--- src/rtl/reg_read_pkg.sv ---
// Shared constants and buffer-occupancy encoding for the register-file read port.
package reg_read_pkg;

  localparam int         NUM_REGS = 32;
  localparam logic [4:0] XZR_ADDR = 5'd31;

  typedef enum logic [1:0] {
    EMPTY = 2'd0,
    ONE   = 2'd1,
    FULL  = 2'd2
  } buf_state_t;

endpackage

--- src/rtl/reg_read_port_buffer.sv ---
// Two-entry operand-pair response buffer: head/tail pointers plus an occupancy FSM.
// Handshake: a push happens when in_valid is high and the buffer is not FULL; a pop happens
// when the buffer is not EMPTY and out_ready is high; both take effect on the same posedge.
module reg_read_buffer
  import reg_read_pkg::*;
#(
  parameter int SIZE = 64
) (
  input  logic            clk,
  input  logic            reset,
  input  logic            in_valid,
  input  logic [SIZE-1:0] in_a,
  input  logic [SIZE-1:0] in_b,
  input  logic            out_ready,
  output logic [SIZE-1:0] out_a,
  output logic [SIZE-1:0] out_b,
  output buf_state_t      state
);

  buf_state_t      state_q, state_d;
  logic            head_q, head_d;
  logic            tail_q, tail_d;
  logic            push, pop;
  logic [1:0]      wren;
  logic [SIZE-1:0] ent_a [2];
  logic [SIZE-1:0] ent_b [2];

  assign push = in_valid && (state_q != FULL);
  assign pop  = out_ready && (state_q != EMPTY);

  always_comb begin
    wren         = 2'b00;
    wren[tail_q] = push;
  end

  for (genvar e = 0; e < 2; e++) begin : g_entry
    registerEnabled #(.SIZE(SIZE)) u_ent_a (
      .clk   (clk),
      .reset (reset),
      .wren  (wren[e]),
      .d     (in_a),
      .q     (ent_a[e])
    );
    registerEnabled #(.SIZE(SIZE)) u_ent_b (
      .clk   (clk),
      .reset (reset),
      .wren  (wren[e]),
      .d     (in_b),
      .q     (ent_b[e])
    );
  end

  // A simultaneous push and pop in ONE moves the head onto the entry being written.
  always_comb begin
    head_d  = head_q ^ pop;
    tail_d  = tail_q ^ push;
    state_d = state_q;
    case (state_q)
      EMPTY:   if (push) state_d = ONE;
      ONE: begin
        if (push && !pop)      state_d = FULL;
        else if (!push && pop) state_d = EMPTY;
      end
      FULL:    if (pop) state_d = ONE;
      default: state_d = EMPTY;
    endcase
  end

  always_ff @(posedge clk) begin
    if (!reset) begin
      state_q <= EMPTY;
      head_q  <= 1'b0;
      tail_q  <= 1'b0;
    end else begin
      state_q <= state_d;
      head_q  <= head_d;
      tail_q  <= tail_d;
    end
  end

  assign out_a = ent_a[head_q];
  assign out_b = ent_b[head_q];
  assign state = state_q;

endmodule

--- src/rtl/register_enabled.sv ---
// Resettable storage register that loads d only when wren is high.
module registerEnabled #(
  parameter int SIZE = 64
) (
  input  logic            clk,
  input  logic            reset,
  input  logic            wren,
  input  logic [SIZE-1:0] d,
  output logic [SIZE-1:0] q
);

  logic [SIZE-1:0] q_q, q_d;

  always_comb begin
    q_d = q_q;
    if (wren) q_d = d;
  end

  always_ff @(posedge clk) begin
    if (!reset) q_q <= '0;
    else        q_q <= q_d;
  end

  assign q = q_q;

endmodule

--- src/rtl/reg_read_port.sv ---
// Register-file read port: operand select (XZR, write bypass, array data) into a
// two-entry response buffer with valid/ready handshakes on both sides.
module reg_read_port
  import reg_read_pkg::*;
#(
  parameter int SIZE   = 64,
  parameter int ADDR_W = 5
) (
  input  logic              clk,
  input  logic              reset,
  input  logic              req_valid,
  output logic              req_ready,
  input  logic [ADDR_W-1:0] req_addrA,
  input  logic [ADDR_W-1:0] req_addrB,
  output logic [ADDR_W-1:0] rf_addrA,
  output logic [ADDR_W-1:0] rf_addrB,
  input  logic [SIZE-1:0]   rf_dataA,
  input  logic [SIZE-1:0]   rf_dataB,
  input  logic              wr_en,
  input  logic [ADDR_W-1:0] wr_addr,
  input  logic [SIZE-1:0]   wr_data,
  output logic              rsp_valid,
  input  logic              rsp_ready,
  output logic [SIZE-1:0]   rsp_dataA,
  output logic [SIZE-1:0]   rsp_dataB
);

  localparam logic [ADDR_W-1:0] XZR = ADDR_W'(XZR_ADDR);

  logic [SIZE-1:0] op_a, op_b;
  buf_state_t      buf_state;

  assign rf_addrA = req_addrA;
  assign rf_addrB = req_addrB;

  // XZR has priority over a bypass so a write aimed at X31 can never leak through.
  always_comb begin
    op_a = rf_dataA;
    op_b = rf_dataB;
    if (wr_en && (wr_addr == req_addrA)) op_a = wr_data;
    if (wr_en && (wr_addr == req_addrB)) op_b = wr_data;
    if (req_addrA == XZR) op_a = '0;
    if (req_addrB == XZR) op_b = '0;
  end

  reg_read_buffer #(.SIZE(SIZE)) u_buf (
    .clk       (clk),
    .reset     (reset),
    .in_valid  (req_valid),
    .in_a      (op_a),
    .in_b      (op_b),
    .out_ready (rsp_ready),
    .out_a     (rsp_dataA),
    .out_b     (rsp_dataB),
    .state     (buf_state)
  );

  assign req_ready = (buf_state != FULL);
  assign rsp_valid = (buf_state != EMPTY);

endmodule
--- config.mk ---
export PLATFORM = sky130hd
export DESIGN_NAME = reg_read_port
export DESIGN_NICKNAME = d
export VERILOG_FILES = /design/src/rtl/reg_read_pkg.sv /design/src/rtl/reg_read_port_buffer.sv /design/src/rtl/register_enabled.sv /design/src/rtl/reg_read_port.sv
export SDC_FILE = /design/constraint.sdc
export NUM_CORES = 1
export LEC_CHECK = 0
export CAP_MARGIN = 10
export CORE_MARGIN = 5
export CORE_UTILIZATION = 35
export CTS_CLUSTER_SIZE = 25
export DETAILED_ROUTE_END_ITERATION = 12
export PLACE_DENSITY_LB_ADDON = 0.15
export SYNTH_ARGS = -nofsm -noshare
export SYNTH_HDL_FRONTEND = slang
export SYNTH_SLANG_ARGS = --single-unit
--- constraint.sdc ---
create_clock -name clk -period 3.25 [get_ports clk]
set_input_delay 0.8125 -clock clk [delete_from_list [all_inputs] [get_ports clk]]
set_output_delay 0.8125 -clock clk [all_outputs]
set_load 0.05 [all_outputs]
After elaboration in Yosys (flattened, before gate mapping):

Cells that the tools add are included.

* $lt $le $gt $ge: 3
* equality and inequality tests: 10
* multiplexer cells: 17
* bitwise logic cells: 4
* reduce and logical (&&, ||, !) cells: 12

Operators with widths (number)
* $mux W64: 10
* $eq A5 B5 Y1: 2
* $eq A5 B5 Y1 const B: 2
* $mux W2: 4
* $logic_and A1 B1 Y1: 7
* $pmux W2 S3: 1
* $ne A2 B1 Y1 const B: 2
* $ne A3 B1 Y1 const B: 1
* $reduce_and A3 Y1: 1
* $and A2 B2 Y2: 1
* $eq A2 B1 Y1 const B: 1
* $eq A2 B2 Y1 const B: 1
* $ge A2 B2 Y1 const B: 1
* $logic_not A1 Y1: 2
* $logic_not A2 Y1: 1
* $lt A1 B2 Y1 const B: 1
* $ne A2 B2 Y1 const B: 1
* $not A1 Y2: 1
* $reduce_bool A2 Y1: 1
* $xor A1 B1 Y1: 2
* $demux W1 S1: 1
* $ge A1 B1 Y1 const B: 1
* $mux W1: 1

* bits in registers: 260
* input port bits: 212
* output and inout bits: 140

Depth between registers and ports, before layout:

Gate-level depths: netlist of the first run.

* depth in word-level cells: 7
* gate-level depth with buffers: 8

By module:

From an unflattened synthesis of the first run, not the netlist that was laid out.

* cells, all modules: 1474
* area, all modules: 14787.9 um^2

By module, submodules not included
* registerEnabled: times used 4, cells an instance 206, area each 2451.1 um^2, sequential area each 1281.2 um^2
* reg_read_port: times used 1, cells an instance 486, area each 3190.6 um^2, sequential area each 0.0 um^2
* reg_read_buffer: times used 1, cells an instance 164, area each 1793.0 um^2, sequential area each 80.1 um^2

Worst setup path after synthesis of the first run:

OpenSTA, ideal clock, no wires.

* path kind: register -> register
* start point: register u_buf.state_q[0] (netlist: u_buf.state[0])
* end point: register u_buf.g_entry[1].u_ent_a.q_q[36]
* arrival: 2.228 ns
* required time: 3.113 ns
* slack: 0.886 ns
* cell stages (with the launch flop): 9
* buffers on the path: 4
* clock period less this slack: 2.364 ns
* cells stage by stage: dfxtp_1 > nand2b_1 > and2_1 > ha_1 > buf_2 > buf_2 > buf_2 > clkbuf_1 > a31oi_1

* word-level cells in the longest chain between the ends: 3

Ends and longest elaborated chain
* start, declared: line reg_read_port_buffer.sv:20 `buf_state_t state_q, state_d;`
* start signal, assigned: line reg_read_port_buffer.sv:75 `state_q <= state_d;`
* $ne A2 B2 Y1
* via req_ready: line reg_read_port.sv:12 `output logic req_ready,`
* $logic_and A1 B1 Y1: line reg_read_port_buffer.sv:28 `assign push = in_valid && (state_q != FULL);`
* $and A2 B2 Y2 (no source line)
* via u_buf.g_entry[1].u_ent_a.wren: line register_enabled.sv:7 `input logic wren,`
* end signal, assigned: line register_enabled.sv:21 `else q_q <= q_d;`
* end, declared: line register_enabled.sv:12 `logic [SIZE-1:0] q_q, q_d;`

The timed path passes the listed nets, and every way through them passes these cells.
A chain may end at the register's enable or synchronous reset.

Final worst setup path of the first run:

* start point: register u_buf.head_q
* end point: output rsp_dataA[53]

* word-level cells in the longest chain between the ends: 4

Ends and longest elaborated chain
* start, declared: line reg_read_port_buffer.sv:21 `logic head_q, head_d;`
* start signal, assigned: line reg_read_port_buffer.sv:72 `head_q <= 1'b0;`
* start signal, assigned: line reg_read_port_buffer.sv:76 `head_q <= head_d;`
* $not A1 Y2 (implied by the code): line reg_read_port_buffer.sv:81 `assign out_a = ent_a[head_q];`
* $mux W64 (implied by the code) (3 in a row): line reg_read_port_buffer.sv:81
* end, declared: line reg_read_port.sv:24 `output logic [SIZE-1:0] rsp_dataA,`

Every way passes these cells. The select of a mux whose other input is x is not followed.

==> impl_metrics.toml, run 1 <==
[status]
status = "completed"

[timing]
setup_viol = 0
post-route-min-period_ns = 3.03
tns_ns = 0
grt_setup_unrepaired = "false"
worst_pin_slew_ns = 0.595
period_share_pct = 93.1
hold_viol_final = 0
slew_headroom_pct = 60.2
setup_ws_ns = 0.223
worst_clock_skew_ns = 0.0117
drv_slew = 0
fmax_mhz = 330

[drt]
drt-wirelength-per-cell_um = 22.6
dr.first_iter.drc_count = 862
ant_nets = 0
viasPerCell = 5.85
drcViolationCount = 0
drt_wl_total_um = 47200
via_count = 12300
first_pass_iters = 6

[logic_synthesis]
syn_area_um2 = 12100
syn_nets = 1584
syn_avg_cell_area_um2 = 8.85
synth_xor_xnor_area_share_pct = 0.919
synth_top_family_by_area = "compound AO/OA/AOI/OAI gates"
syn_inst = 1369
synthSimpleGateAreaFrac_pct = 7.50
synth_compound_area_share_pct = 29.7
synth_cell_types = 31
synthAdderAreaFrac_pct = 0.310
yosysSeqAreaShare_pct = 43.0
synthMuxAreaShare_pct = 12.0
ys_warn_count = 0
synth-seq-cells = 260

[finish]
final_area_um2 = 16700
nets = 1827
final_common_cell = "dfxtp_1"
syn2layout_area_growth_pct = 38.1
drive_gt1_share_pct = 18.5
final_util_pct = 48.7
final_cell_mix = "dfxtp_1, a31oi_1, o21ai_0"

[placed_design]
port_buffers = 351
place_area_um2 = 15800
place.gp.congestion = 0.782
preCtsSetupSlack_ns = 0.431
dp_hpwl_um = 29400

[global_routing]
grt-ovfl-total = 0
grt_antenna_before_repair = 4
grt_max_degree = 122
grt_pass1_wl_um = 73100
grt_usage_pct = 23.4
grt_pass1_vias = 12400

[floorplanning]
fp.dieArea_um2 = 38400
ios = 352
die_w_um = 196
num_rows = 68
core_um2 = 34400
start_util_pct = 35.2
chipHeight_um = 196

[min_path]
hp-start = "u_buf.g_entry[1].u_ent_b.q[63]"
min_path_type = "flip-flop to flip-flop"

[clock_tree]
cts_resized = 50
hold_buffers = 0
clockRootBuffer = "clkbuf_16"
clk_pin_slew_ns = 0.06
cts_htree_levels = 1
cts_made_buffers = 30
clock_latency_ns = 0.54
clockBufferDepth = 3
cts_setup_buffers = 0
cts_tree = "done"
cts_sinks = 260

[worst_setup_path]
cp-start-kind = "flip-flop"
end_kind = "primary output"
cp.required_ns = 2.44
critPathMaxFanout = 16
cp.arrival_ns = 2.21
critPathKind = "flip-flop to primary output"
r2r_start = "u_buf.state[0]"
crit_start = "u_buf.head_q"

[power]
vdd_drop_max_v = 0.000344
total_power_mw = 9.63
p_leak_nw = 6.06
p_per_area_nw_per_um2 = 576

[run]
cap_violations = 0
Yosys cell counts (all sizes together):
library cell | number | area (um2)
o21ai | 384 | 1920
dfxtp | 260 | 5200
a31oi | 256 | 1600
mux2 | 128 | 1440
nand4 | 128 | 801
clkbuf | 115 | 432
buf | 55 | 354
xnor2 | 10 | 103
a41oi | 4 | 65.1
ha | 3 | 37.5
inv | 3 | 11.3
nand2 | 3 | 11.3
nor2 | 3 | 11.3
or2 | 3 | 18.8
and2 | 2 | 12.5
and3 | 2 | 12.5
and4 | 2 | 17.5
nand3 | 2 | 10.0
mux2i | 1 | 10.0
nand2b | 1 | 6.26
nand3b | 1 | 7.51
o22a | 1 | 8.76
o22ai | 1 | 6.26
xor2 | 1 | 8.76
cell type report:
class / instances / area, um2
timing repair buffer: 381 / 3710
clock inverter: 12 / 114
tap: 455 / 569
clock buffer: 44 / 905
multi-input combinational: 936 / 6210
inverter: 3 / 11.3
antenna: 3 / 7.51
sequential: 260 / 5210
fill: 3330 / 17600
power breakdown:
group / internal [mW] / switching [mW]
sequential: 3.48 / 0.132
combinational: 0.925 / 1.67
clock: 2.08 / 1.35
total: 6.48 / 3.15
logic make-up after synthesis:
family                   after synthesis
AO/OA/AOI/OAI                        646
XOR/XNOR                              11
adder cells (fa/ha/maj)                3
buffers and inverters                173
flip-flops                           260
multiplexers                         129
AND/OR/NAND/NOR                      147
per-layer routing:
| layer | routed length, um | vias to the layer above | share of wire (%) | GRT usage (%) |
|---|---|---|---|---|
| li1 | - | 5819 | - | - |
| met1 | 19800 | 5830 | 42 | 31.0 |
| met3 | 3600 | 92 | 7.6 | 4.28 |
| met4 | 1500 | 2 | 3.2 | 7.16 |
| met5 | 13 | - | 0.028 | 0 |
| met2 | 22300 | 517 | 47 | 38.9 |
critical path: stages (launching register included):
cell and delay (ns):
dfxtp_4 0.52, buf_4 0.33, mux2_2 0.38, dlygate4sd2_1 0.43
registers in the layout, summed over array words and instances, names as in the netlist:
register,cells
u_buf.g_entry.u_ent_b.q,128
u_buf.state,2
u_buf.g_entry.u_ent_a.q,128
u_buf.tail_q,1
u_buf.head_q,1
final timing paths:
path	endpoint	slack (ns)	cells past startpoint
max	rsp_dataA[53]	0.22	3
min	u_buf.g_entry[1].u_ent_b.q[63]	0.50	2
max reg2reg	u_buf.g_entry[1].u_ent_a.q[30]	1.16	7
min reg2reg	u_buf.g_entry[1].u_ent_b.q[63]	0.50	2
through the flow:
step,std cells,hold slack (ns)
after floorplan,1369,0.478
after global placement,2035,0.492
after detailed placement,2035,0.493
after CTS,2091,0.505
after global routing,2094,0.527
final,2094,0.504
No activity file was read; power rests on OpenSTA's default activity.
==> inputs of run 2 (changes only) <==
--- a/config.mk
+++ b/config.mk
@@ -7,8 +7,7 @@
 export LEC_CHECK = 0
 export CAP_MARGIN = 10
 export CORE_MARGIN = 5
-export CORE_UTILIZATION = 35
-export CTS_CLUSTER_SIZE = 25
+export CORE_UTILIZATION = 52
 export DETAILED_ROUTE_END_ITERATION = 12
 export PLACE_DENSITY_LB_ADDON = 0.15
 export SYNTH_ARGS = -nofsm -noshare
==> constraint.sdc (replaced) <==
create_clock -name clk -period 3.5 [get_ports clk]
set_input_delay 0.875 -clock clk [delete_from_list [all_inputs] [get_ports clk]]
set_output_delay 0.875 -clock clk [all_outputs]
set_load 0.05 [all_outputs]
==> run 2 against run 1 <==
Compared with the run above:
- non-clock buffer count is 5 higher
- clock power decreased by 12%
- worst hold slack hardly changed
- setup slack got worse by 0.18 ns
- combinational power decreased by 6%
- utilization up 25 points
- sequential share of layout area about the same
- total power shrank 8.3%
- via count is 4.1% higher
- sequential power fell by 6.9%
- die area is 31% lower
- critical path type unchanged
- largest power group unchanged
==> impl_metrics.toml, run 2 (synthesized netlist as in run 1, its figures left out) <==
[status]
status = "completed"

[global_routing]
busiest_layer = "met2"
grt_pass1_vias = 12700
grt_usage_pct = 31.5
grt_antenna_before_repair = 3
grt_pass1_wl_um = 68800
met3_usage_pct = 5.92
grt_max_degree = 117
use_met1_pct = 40.9
grt-ovfl-total = 0
met2_usage_pct = 51.7

[clock_tree]
cts_tree = "done"
clock_latency_ns = 0.54
clockBufferDepth = 3
cts_sinks = 260
cts_htree_levels = 1
clockRootBuffer = "clkbuf_16"
clk_pin_slew_ns = 0.06
cts_made_buffers = 28

[min_path]
hp-start = "u_buf.g_entry[0].u_ent_b.q[23]"
min_to = "u_buf.g_entry[0].u_ent_b.q[23]"
hold_path_depth = 2
min_path_type = "flip-flop to flip-flop"

[floorplanning]
chipHeight_um = 163
ios = 352
start_util_pct = 53.2
fp.dieArea_um2 = 26400
core_um2 = 22800
die_w_um = 163
num_rows = 55

[timing]
whs_ns = 0.504
period_share_pct = 98.9
drv_slew = 0
post-route-min-period_ns = 3.46
slew_headroom_pct = 58.8
hold_viol_final = 0
setup_viol = 0
fmax_mhz = 289
setup_ws_ns = 0.0390
worst_pin_slew_ns = 0.616
tns_ns = 0
worst_clock_skew_ns = 0.0113

[power]
vdd_drop_max_v = 0.000333
total_power_mw = 8.83
p_per_area_nw_per_um2 = 527
p_leak_nw = 6.42

[finish]
drive_gt1_share_pct = 14.1
final_area_um2 = 16800
final_util_pct = 73.6
nets = 1830
layoutNonFillerInstCount = 1950
final_cell_mix = "clkdlybuf4s50_1, dfxtp_1, a31oi_1"
final_common_cell = "clkdlybuf4s50_1"
multi_input_area_um2 = 6210
fill_cells = 1673
syn2layout_area_growth_pct = 38.3
seqCellArea_um2 = 5210

[placed_design]
place.gp.congestion = 0.843
place_area_um2 = 15700
dp_cells = 1898
port_buffers = 351
dp_hpwl_um = 28200
preCtsSetupSlack_ns = 0.409

[worst_setup_path]
r2r.worst_path.cells = 6
r2r_start = "u_buf.state[0]"
rrSetupSlack_ns = 1.22
critical-path-max-stage-delay_ns = 0.70
cp_top_family = "buffers and inverters"
cp_num_buf_inv = 2
critPathKind = "flip-flop to primary output"
path_cells = "buf_12 > mux2_2 > clkdlybuf4s50_1"
end_kind = "primary output"
cp.required_ns = 2.62
cp.arrival_ns = 2.59
crit_start = "u_buf.head_q"
critPathMaxFanout = 54
cp-start-kind = "flip-flop"
timing.rr.end = "u_buf.g_entry[0].u_ent_a.q[28]"
slowest_stage = "clkdlybuf4s50_1"

[drt]
drt_wl_total_um = 43900
ant_nets = 0
drt-wirelength-per-cell_um = 22.5
dr.first_iter.drc_count = 1445
via_count = 12800
viasPerCell = 6.54
drcViolationCount = 0
first_pass_iters = 6

[run]
cap_violations = 0
run 2: changes by cell type in the layout (fill, tap and decap cells not counted), sizes merged, moves of 3 or more:
cell | previous run | this run
clkdlybuf4s50 | 223 | 293
buf | 108 | 45
dlygate4sd2 | 50 | 0
dlymetal6s2s | 0 | 48
clkinv | 9 | 2
clkinvlp | 0 | 3
run 2: routing by layer:
metal / wire, um / part of all wire, %
met5: 0 / 0
met4: 1910 / 4.3
met3: 4080 / 9.3
met2: 20800 / 47
met1: 17200 / 39
run 2: what timing repair did:
| action | 4_1_cts | 5_1_grt |
|---|---|---|
| hold buffers | 0 | 0 |
| setup buffers | 0 | 0 |
| setup endpoints to repair | 0 | 48 |
| gates resized for setup | 0 | 48 |
run 2: layout make-up:
class                           count  share of cell area [%]
Multi-Input combinational cell    936                    37.1
Sequential cell                   260                    31.1
Timing Repair Buffer              386                    23.8
Clock buffer                       43                    5.06
Tap cell                          313                    2.34
Clock inverter                      7                   0.575
Inverter                            3                  0.0672
Antenna cell                        2                  0.0299
run 2: worst max-delay path by stage:
stage | endpoint | cells after the start
2_1_floorplan | u_buf.g_entry[1].u_ent_a.q[36] | 8
3_3_place_gp | rf_addrA[0] | 2
3_5_place_dp | rf_addrA[1] | 2
4_1_cts | rsp_dataA[3] | 3
5_1_grt | rsp_dataA[26] | 3
6_report | rsp_dataA[26] | 3
run 2: report_power, final:
group	switching [mW]	internal [mW]	leakage, nW
clock	1.22	1.81	0.453
sequential	0.131	3.23	2.14
combinational	1.52	0.918	3.83
run 2: worst reg2reg max path: cells and delay by family, from the launching register on:
kind / cells / cell delay (ns)
DFF: 1 / 0.39
buffers and inverters: 1 / 0.39
AOI/OAI and AO/OA: 2 / 0.49
adders and majority gates: 1 / 0.46
and+or+nand+nor: 2 / 0.47
==> patch (settings of run 1) <==
The parameter `ADDR_W` goes from 5 to 6.
--- a/src/rtl/reg_read_port.sv
+++ b/src/rtl/reg_read_port.sv
@@ -5,5 +5,5 @@
 #(
   parameter int SIZE   = 64,
-  parameter int ADDR_W = 5
+  parameter int ADDR_W = 6
 ) (
   input  logic              clk,
Ports: changed (5 resized); port bits go from 352 to 357. No check against the original RTL was run, so the function may have changed too.
==> patch against run 1 <==
Routed wire length increased by 50%; setup slack got worse by 0.17 ns; global-route usage increased by 0.66 points; sequential cell count did not move; die area increased by 44%; clock power is 12% higher; final area is 36% higher; total power grew 26%; largest power group is now combinational cells; synthesized area rose by 46%.
==> patch: results <==
{
  "status": "finished, final reports clean",
  "grt_max_degree": 151,
  "dp_cells": 3052,
  "grt_antenna_before_repair": 13,
  "dr.pass1.iters": 5,
  "crit_path_top_delay_cell": "clkdlybuf4s50_1",
  "drive_gt1_share_pct": 13.8,
  "skew_ns": 0.00791,
  "seq_area_frac_synth_pct": 29.4,
  "inv_count": 4,
  "ys_top_cells_by_count": "nand2_1 (513), dfxtp_1 (260), o21a_1 (256), nand3_1 (130)",
  "netlist-cell-type-count": 33,
  "gp_congestion": 0.809,
  "cts-htree-levels": 2,
  "io_buffers": 356,
  "dp_worst_setup_slack_ns": -0.0835,
  "grt_pass1_vias": 18800,
  "arrival_ns": 2.39,
  "synthAdderAreaFrac_pct": 0.212,
  "synthMuxAreaShare_pct": 8.19,
  "synth_cells": 2246,
  "nMultiInputCombCells": 1704,
  "buffers": 412,
  "synth_xor_area_share_pct": 0.643,
  "worstMarginPinSlew_ns": 0.794,
  "final_util_pct": 45.5
}
## patch: cell count changes in the layout (fill, tap and decap cells not counted), moves of 134 or more
| cell | delta |
|---|---|
| o21ai_0 | -250 |
| a31oi_1 | -256 |
| o21a_1 | +256 |
| nand2_1 | +511 |
| o21ai_1 | -134 |
## patch: worst paths after layout
| path | startpoint | to | slack [ns] |
|---|---|---|---|
| setup / recovery | u_buf.head_q | rsp_dataB[9] | 0.05 |
| setup reg to reg | u_buf.state[0] | u_buf.g_entry[0].u_ent_b.q[53] | 0.91 |
| hold / removal | u_buf.state[1] | u_buf.state[1] | 0.59 |
| hold reg to reg | u_buf.state[1] | u_buf.state[1] | 0.59 |
## patch: worst max-delay path: cells and delay by family, from the launching register on
| family | cells | cell delay, ns |
|---|---|---|
| multiplexers | 1 | 0.39 |
| buffers and inverters | 2 | 1.05 |
| flip-flops | 1 | 0.40 |
## patch: logic make-up (layout without fill, tap and decap cells)
group	after synthesis	after routing
buffers and inverters	282	475
AOI/OAI and AO/OA	642	642
and+or+nand+nor	917	917
adders and majority gates	3	3
other	0	9
muxes	129	129
xor gates and xnor gates	13	13
DFF	260	260
## patch: metal layers
metal | up-vias | GRT usage (%) | part of all wire (%)
li1 | 8928 | - | -
met1 | 9407 | 32.5 | 44
met2 | 718 | 37.5 | 45
met3 | 148 | 4.84 | 6.6
met4 | 8 | 10.3 | 3.6
met5 | - | 0 | 0.086
## patch: what timing repair did
action / 4_1_cts / 5_1_grt
setup endpoints to repair: 4 / 7
gates resized for setup: 14 / 7
endpoints found under the hold margin: 0 / 0
## patch: power breakdown
group	switching [uW]	internal, uW	total (uW)
Combinational	2700	1690	4390
Clock	1540	2290	3830
Sequential	252	3690	3950
Total	4490	7670	12200
